--- config.mk ---
export PLATFORM = sky130hd
export DESIGN_NAME = seg7_scan_driver
export DESIGN_NICKNAME = d
export VERILOG_FILES = /design/src/rtl/seg7_scan_driver.sv
export SDC_FILE = /design/constraint.sdc
export NUM_CORES = 1
export LEC_CHECK = 0
export BUFFER_PORTS_ARGS = -buffer_cell sky130_fd_sc_hd__buf_2
export CAP_MARGIN = 40
export CORE_MARGIN = 8
export CORE_UTILIZATION = 50
export DETAILED_ROUTE_END_ITERATION = 6
export PLACE_DENSITY = 0.76
export SYNTH_ARGS = -nofsm -noshare
export SYNTH_HDL_FRONTEND = slang
export SYNTH_SLANG_ARGS = --single-unit
--- constraint.sdc ---
create_clock -name CLK -period 2.3 [get_ports CLK]
set_input_delay 0.46 -clock CLK [delete_from_list [all_inputs] [get_ports CLK]]
set_output_delay 0.46 -clock CLK [all_outputs]
set_load 0.1 [all_outputs]
--- src/rtl/seg7_scan_driver.sv ---
// Eight-digit multiplexed driver for a common-anode seven-segment display.
// Each digit gets a slot of SCAN_DIV cycles: BLANK_CYC cycles with every
// anode off (anti-ghosting gap), then the lit portion. All inputs are
// snapshotted once per frame so a displayed value never tears. Outputs are
// registered, active-low, and drive the board pins directly.
module seg7_scan_driver #(
  parameter int unsigned SCAN_DIV  = 100000,
  parameter int unsigned BLANK_CYC = 2000
) (
  input  logic        CLK,
  input  logic        RSTn,
  input  logic [31:0] HEX_IN,
  input  logic [7:0]  DISP_EN,
  input  logic [7:0]  DP_IN,
  input  logic        LAMP_TEST,
  output logic [7:0]  CAT,
  output logic [7:0]  AN,
  output logic        FRAME_STB
);

  localparam int unsigned     CNT_W    = $clog2(SCAN_DIV);
  localparam logic [CNT_W-1:0] CNT_LAST = CNT_W'(SCAN_DIV - 1);
  localparam logic [CNT_W-1:0] CNT_LIT  = CNT_W'(BLANK_CYC);

  typedef enum logic {
    PH_BLANK,
    PH_LIT
  } phase_e;

  // Slot position and digit index.
  logic [CNT_W-1:0] cnt_q, cnt_d;
  logic [2:0]       dig_q, dig_d;

  // Frame snapshot of the inputs; nibble d of hex_q is digit d.
  logic [7:0][3:0]  hex_q, hex_d;
  logic [7:0]       en_q, en_d;
  logic [7:0]       dp_q, dp_d;
  logic             lt_q, lt_d;

  // Registered pin drivers.
  logic [7:0]       an_q, an_d;
  logic [7:0]       cat_q, cat_d;
  logic             stb_q, stb_d;

  logic             snap;
  phase_e           phase;

  // Hex font, segments g..a, active-low.
  function automatic logic [6:0] font(input logic [3:0] nib);
    case (nib)
      4'h0: font = 7'h40;
      4'h1: font = 7'h79;
      4'h2: font = 7'h24;
      4'h3: font = 7'h30;
      4'h4: font = 7'h19;
      4'h5: font = 7'h12;
      4'h6: font = 7'h02;
      4'h7: font = 7'h78;
      4'h8: font = 7'h00;
      4'h9: font = 7'h10;
      4'hA: font = 7'h08;
      4'hB: font = 7'h03;
      4'hC: font = 7'h46;
      4'hD: font = 7'h21;
      4'hE: font = 7'h06;
      default: font = 7'h0E;
    endcase
  endfunction

  // Next-state logic: slot/digit counting, snapshot capture and pin decode.
  always_comb begin
    // NOTE: every signal gets a default first so no path can infer a latch.
    cnt_d = cnt_q;
    dig_d = dig_q;
    hex_d = hex_q;
    en_d  = en_q;
    dp_d  = dp_q;
    lt_d  = lt_q;
    an_d  = 8'hFF;
    cat_d = 8'hFF;

    snap  = (cnt_q == '0) && (dig_q == '0);
    phase = (cnt_q < CNT_LIT) ? PH_BLANK : PH_LIT;

    if (cnt_q == CNT_LAST) begin
      cnt_d = '0;
      dig_d = dig_q + 3'd1;
    end else begin
      cnt_d = cnt_q + CNT_W'(1);
    end

    if (snap) begin
      hex_d = HEX_IN;
      en_d  = DISP_EN;
      dp_d  = DP_IN;
      lt_d  = LAMP_TEST;
    end
    stb_d = snap;

    // Decode uses the shadow values held before this edge; the snapshot
    // edge itself always falls in a blank phase, so nothing stale shows.
    if (phase == PH_LIT) begin
      if (lt_q) begin
        an_d  = ~(8'h01 << dig_q);
        cat_d = 8'h00;
      end else begin
        an_d  = en_q[dig_q] ? ~(8'h01 << dig_q) : 8'hFF;
        cat_d = {~dp_q[dig_q], font(hex_q[dig_q])};
      end
    end
  end

  // State and output registers with synchronous active-low reset.
  always_ff @(posedge CLK) begin
    // NOTE: sequential state uses non-blocking assignments only, so every
    // flop samples the values that existed before the edge.
    if (!RSTn) begin
      cnt_q <= '0;
      dig_q <= '0;
      hex_q <= '0;
      en_q  <= '0;
      dp_q  <= '0;
      lt_q  <= 1'b0;
      an_q  <= 8'hFF;
      cat_q <= 8'hFF;
      stb_q <= 1'b0;
    end else begin
      cnt_q <= cnt_d;
      dig_q <= dig_d;
      hex_q <= hex_d;
      en_q  <= en_d;
      dp_q  <= dp_d;
      lt_q  <= lt_d;
      an_q  <= an_d;
      cat_q <= cat_d;
      stb_q <= stb_d;
    end
  end

  assign AN        = an_q;
  assign CAT       = cat_q;
  assign FRAME_STB = stb_q;

endmodule

==> flow_summary_export.csv <==
group,metric,value,unit
outcome,status,"finished, final reports clean",
floorplanning,io_pins,68,
synth,avgSynthCellArea,8.82,sq um
cells_and_area,layout_commonest_cell,"nand2_1",
detailed_routing,via_per_inst,5.19,
clock_tree,cts.sinks,86,
worst_setup_path,end_kind,"flop",
sta,clock_skew,0.00695,ns
clock_tree,tritoncts,"done",
worst_setup_path,startpoint_type,"flop",
synth,synth_nets,492,
worst_setup_path,cp.arrival,2.35,ns
synth,ys_warn_count,0,
sta,worst_pin_slew,0.515,ns
synth,synth_seq_area_share,0.458,
floorplanning,rows,31,
sta,relSlewSlack,0.656,
synth,synth_cell_types,45,
detailed_routing,routed_wl,8820,microns
synth,ys_async_sr_fraction,0,
sta,slew_viol_final,0,
synth,synth_compound_area_frac,0.105,
worst_setup_path,critical_path.max_fanout,7,
synth,synth_edf_count,0,
synth,syn_area,3760,sq um
min_path,hold_path_class,"in -> reg",
floorplanning,die_height,103,microns
detailed_routing,routedWlPerCell,14.6,microns
worst_setup_path,path_class,"reg -> reg",
power_and_ir_drop,power_density,722,nW/um^2
cells_and_area,drive_gt1_frac,0.254,
detailed_routing,final_antenna_net_count,0,
cells_and_area,fin_area,4560,sq um
synth,synth_seq_cells,86,
sta,finalCriticalPeriod,2.17,ns
clock_tree,clk_pin_slew,0.08,ns
clock_tree,clk_latency,0.35,ns
global_route,gr-total-overflow,0,
synth,yosys.area_share.adder,0.0500,
clock_tree,root_buffer,"clkbuf_8",
global_route,grt_first_pass_wirelength,14200,microns
sta,fin_hold_ws,0.351,ns
synth,synth.area.mux_share,0.104,
floorplanning,die_area,10500,sq um
cells_and_area,nets,566,
worst_setup_path,ff2ff_path_depth,8,
power_and_ir_drop,p_leak,1.89,nW
synth,postSynthCellCount,426,
synth,post_synth_and_or_nand_nor_area_fraction,0.201,
min_path,min_from,"HEX_IN[25]",
floorplanning,dieWidth,103,microns
detailed_routing,drt_iter0_markers,235,
sta,setup_viol,0,
worst_setup_path,r2r_start,"dig_q[0]",
cells_and_area,layout_common_cells,"nand2_1, dfxtp_1, buf_2, a21oi_1, nor2_1",
global_route,grt_max_degree,50,
clock_tree,cts_buffer_depth,2,
synth,synth_top_family_by_area,"simple AND/OR/NAND/NOR gates",
floorplanning,core,7250,sq um
sta,period_share,0.945,
global_route,grt_pass1_vias,3143,
worst_setup_path,worstReg2RegEnd,"CAT[5]",
placed_design,gp_congestion,0.825,
worst_setup_path,crit_required,2.47,ns
detailed_routing,drt_first_pass_iters,4,
placed_design,io_buffers,67,
cells_and_area,syn2layout_area_growth,21.5,%
power_and_ir_drop,ir_drop,307,uV
flow_run,maxCapViolCount,0,
sta,max_freq,0.460,GHz
min_path,min_path_cells,3,
synth,synth_ff_type,"dfxtp_1",
floorplanning,start_util,0.518,
worst_setup_path,ff2ff_setup_slack,0.13,ns
sta,finalHoldViolCount,0,
clock_tree,cts.htree.levels,3,
cells_and_area,n_antenna_cell,0,
sta,fin_tns_setup,0,ns
min_path,holdPathEnd,"hex_q[25]",
synth,synth_xor_area_frac,0.0373,
placed_design,dp_hpwl,6320,microns
clock_tree,postCtsHoldBufs,0,
global_route,grt.total_usage,0.171,
detailed_routing,vias,3127,
detailed_routing,drc_errors,0,
clock_tree,numCtsBuffers,9,
global_route,antenna_found_initial,0,
placed_design,placed_cell_area,4280,sq um
[worst max-delay path, stage by stage, from the launching register on]
cell,delay (ns)
dfxtp_4,0.42
mux4_2,0.53
mux2i_2,0.23
inv_1,0.12
ha_1,0.21
inv_1,0.09
nor2_1,0.07
o21bai_1,0.15
o311ai_0,0.17
[area by class of cell]
cell class / count / area (sq um)
Inverter: 14 / 52.6
Clock inverter: 3 / 67.6
Multi-Input combinational cell: 301 / 1890
Clock buffer: 12 / 155
Tap cell: 99 / 124
Sequential cell: 86 / 1730
Fill cell: 639 / 2690
Timing Repair Buffer: 88 / 547
[Yosys cell counts (2+ instances only)]
cell type | instances | area, sq um
nand2_1 | 109 | 409
dfxtp_1 | 86 | 1720
a21oi_1 | 52 | 260
nor2_1 | 36 | 135
clkbuf_1 | 15 | 56.3
ha_1 | 15 | 188
inv_1 | 12 | 45.0
mux4_2 | 12 | 270
xnor2_1 | 9 | 78.8
mux2i_1 | 8 | 80.1
nand3_1 | 8 | 40.0
buf_2 | 7 | 35.0
xor2_1 | 7 | 61.3
o21ai_0 | 5 | 25.0
nor3_1 | 4 | 20.0
nand4_1 | 3 | 18.8
and3_1 | 2 | 12.5
and4_1 | 2 | 17.5
buf_6 | 2 | 22.5
inv_2 | 2 | 7.51
mux2i_2 | 2 | 27.5
nand2b_1 | 2 | 12.5
nor3_2 | 2 | 20.0
o211a_1 | 2 | 20.0
o211ai_1 | 2 | 15.0
[routing by layer]
metal	routed length [microns]	global-route usage	up-vias	part of all wire
met4	85	0.0722	0	0.0096
met2	4130	0.280	80	0.47
met1	4120	0.211	1466	0.47
li1	-	-	1575	-
met5	0	0	-	0
met3	483	0.0385	6	0.055
[through the flow]
stage | setup slack (ns) | util | total power [W] | cells
after global placement | 0.0928 | 0.590 | 0.00211 | 585
after detailed placement | -0.0196 | 0.590 | 0.00213 | 585
after global routing | -0.0123 | 0.629 | 0.00345 | 603
after CTS | 0.104 | 0.621 | 0.00328 | 600
final | 0.127 | 0.629 | 0.00330 | 603
after floorplan | 0.00553 | - | 0.00196 | 426
[cells by family after synthesis]
logic type,Yosys count
xor gates and xnor gates,16
DFF,86
muxes,23
AOI/OAI and AO/OA,70
and+or+nand+nor,177
adders and majority gates,15
buffers and inverters,39
[report_power, final]
group          total (W)  leakage (nW)  switching (W)  internal, W
Combinational   0.000498          1.08       0.000271     0.000228
Sequential       0.00163         0.704      0.0000579      0.00158
Clock            0.00116         0.109       0.000499     0.000666
Total            0.00330          1.89       0.000827      0.00247
[worst max path at each step]
stage / from / endpoint / slack [ns] / depth (start not counted)
detailed placement: dig_q[0] / CAT[5] / -0.02 / 8
floorplan: dig_q[0] / CAT[5] / 0.006 / 10
global placement: dig_q[0] / CAT[0] / 0.09 / 7
CTS: dig_q[0] / CAT[5] / 0.10 / 8
global route: dig_q[0] / hex_q[23] / -0.01 / 11
finish: dig_q[0] / CAT[5] / 0.13 / 8
[repair_timing]
item,CTS,global route
gates resized for setup,1,5
cloned,0,1
pin swaps,0,1
endpoints found under the setup margin,3,46
endpoints found under the hold margin,0,0
buffers inserted,0,2
[sequential cells by signal, summed over array words and instances, names as in the netlist]
name       flops
lt_q           1
hex_q         32
FRAME_STB      1
cnt_q         17
CAT            8
dp_q           8
AN             8
dig_q          3
en_q           8
No activity file was read; power rests on OpenSTA's default activity.
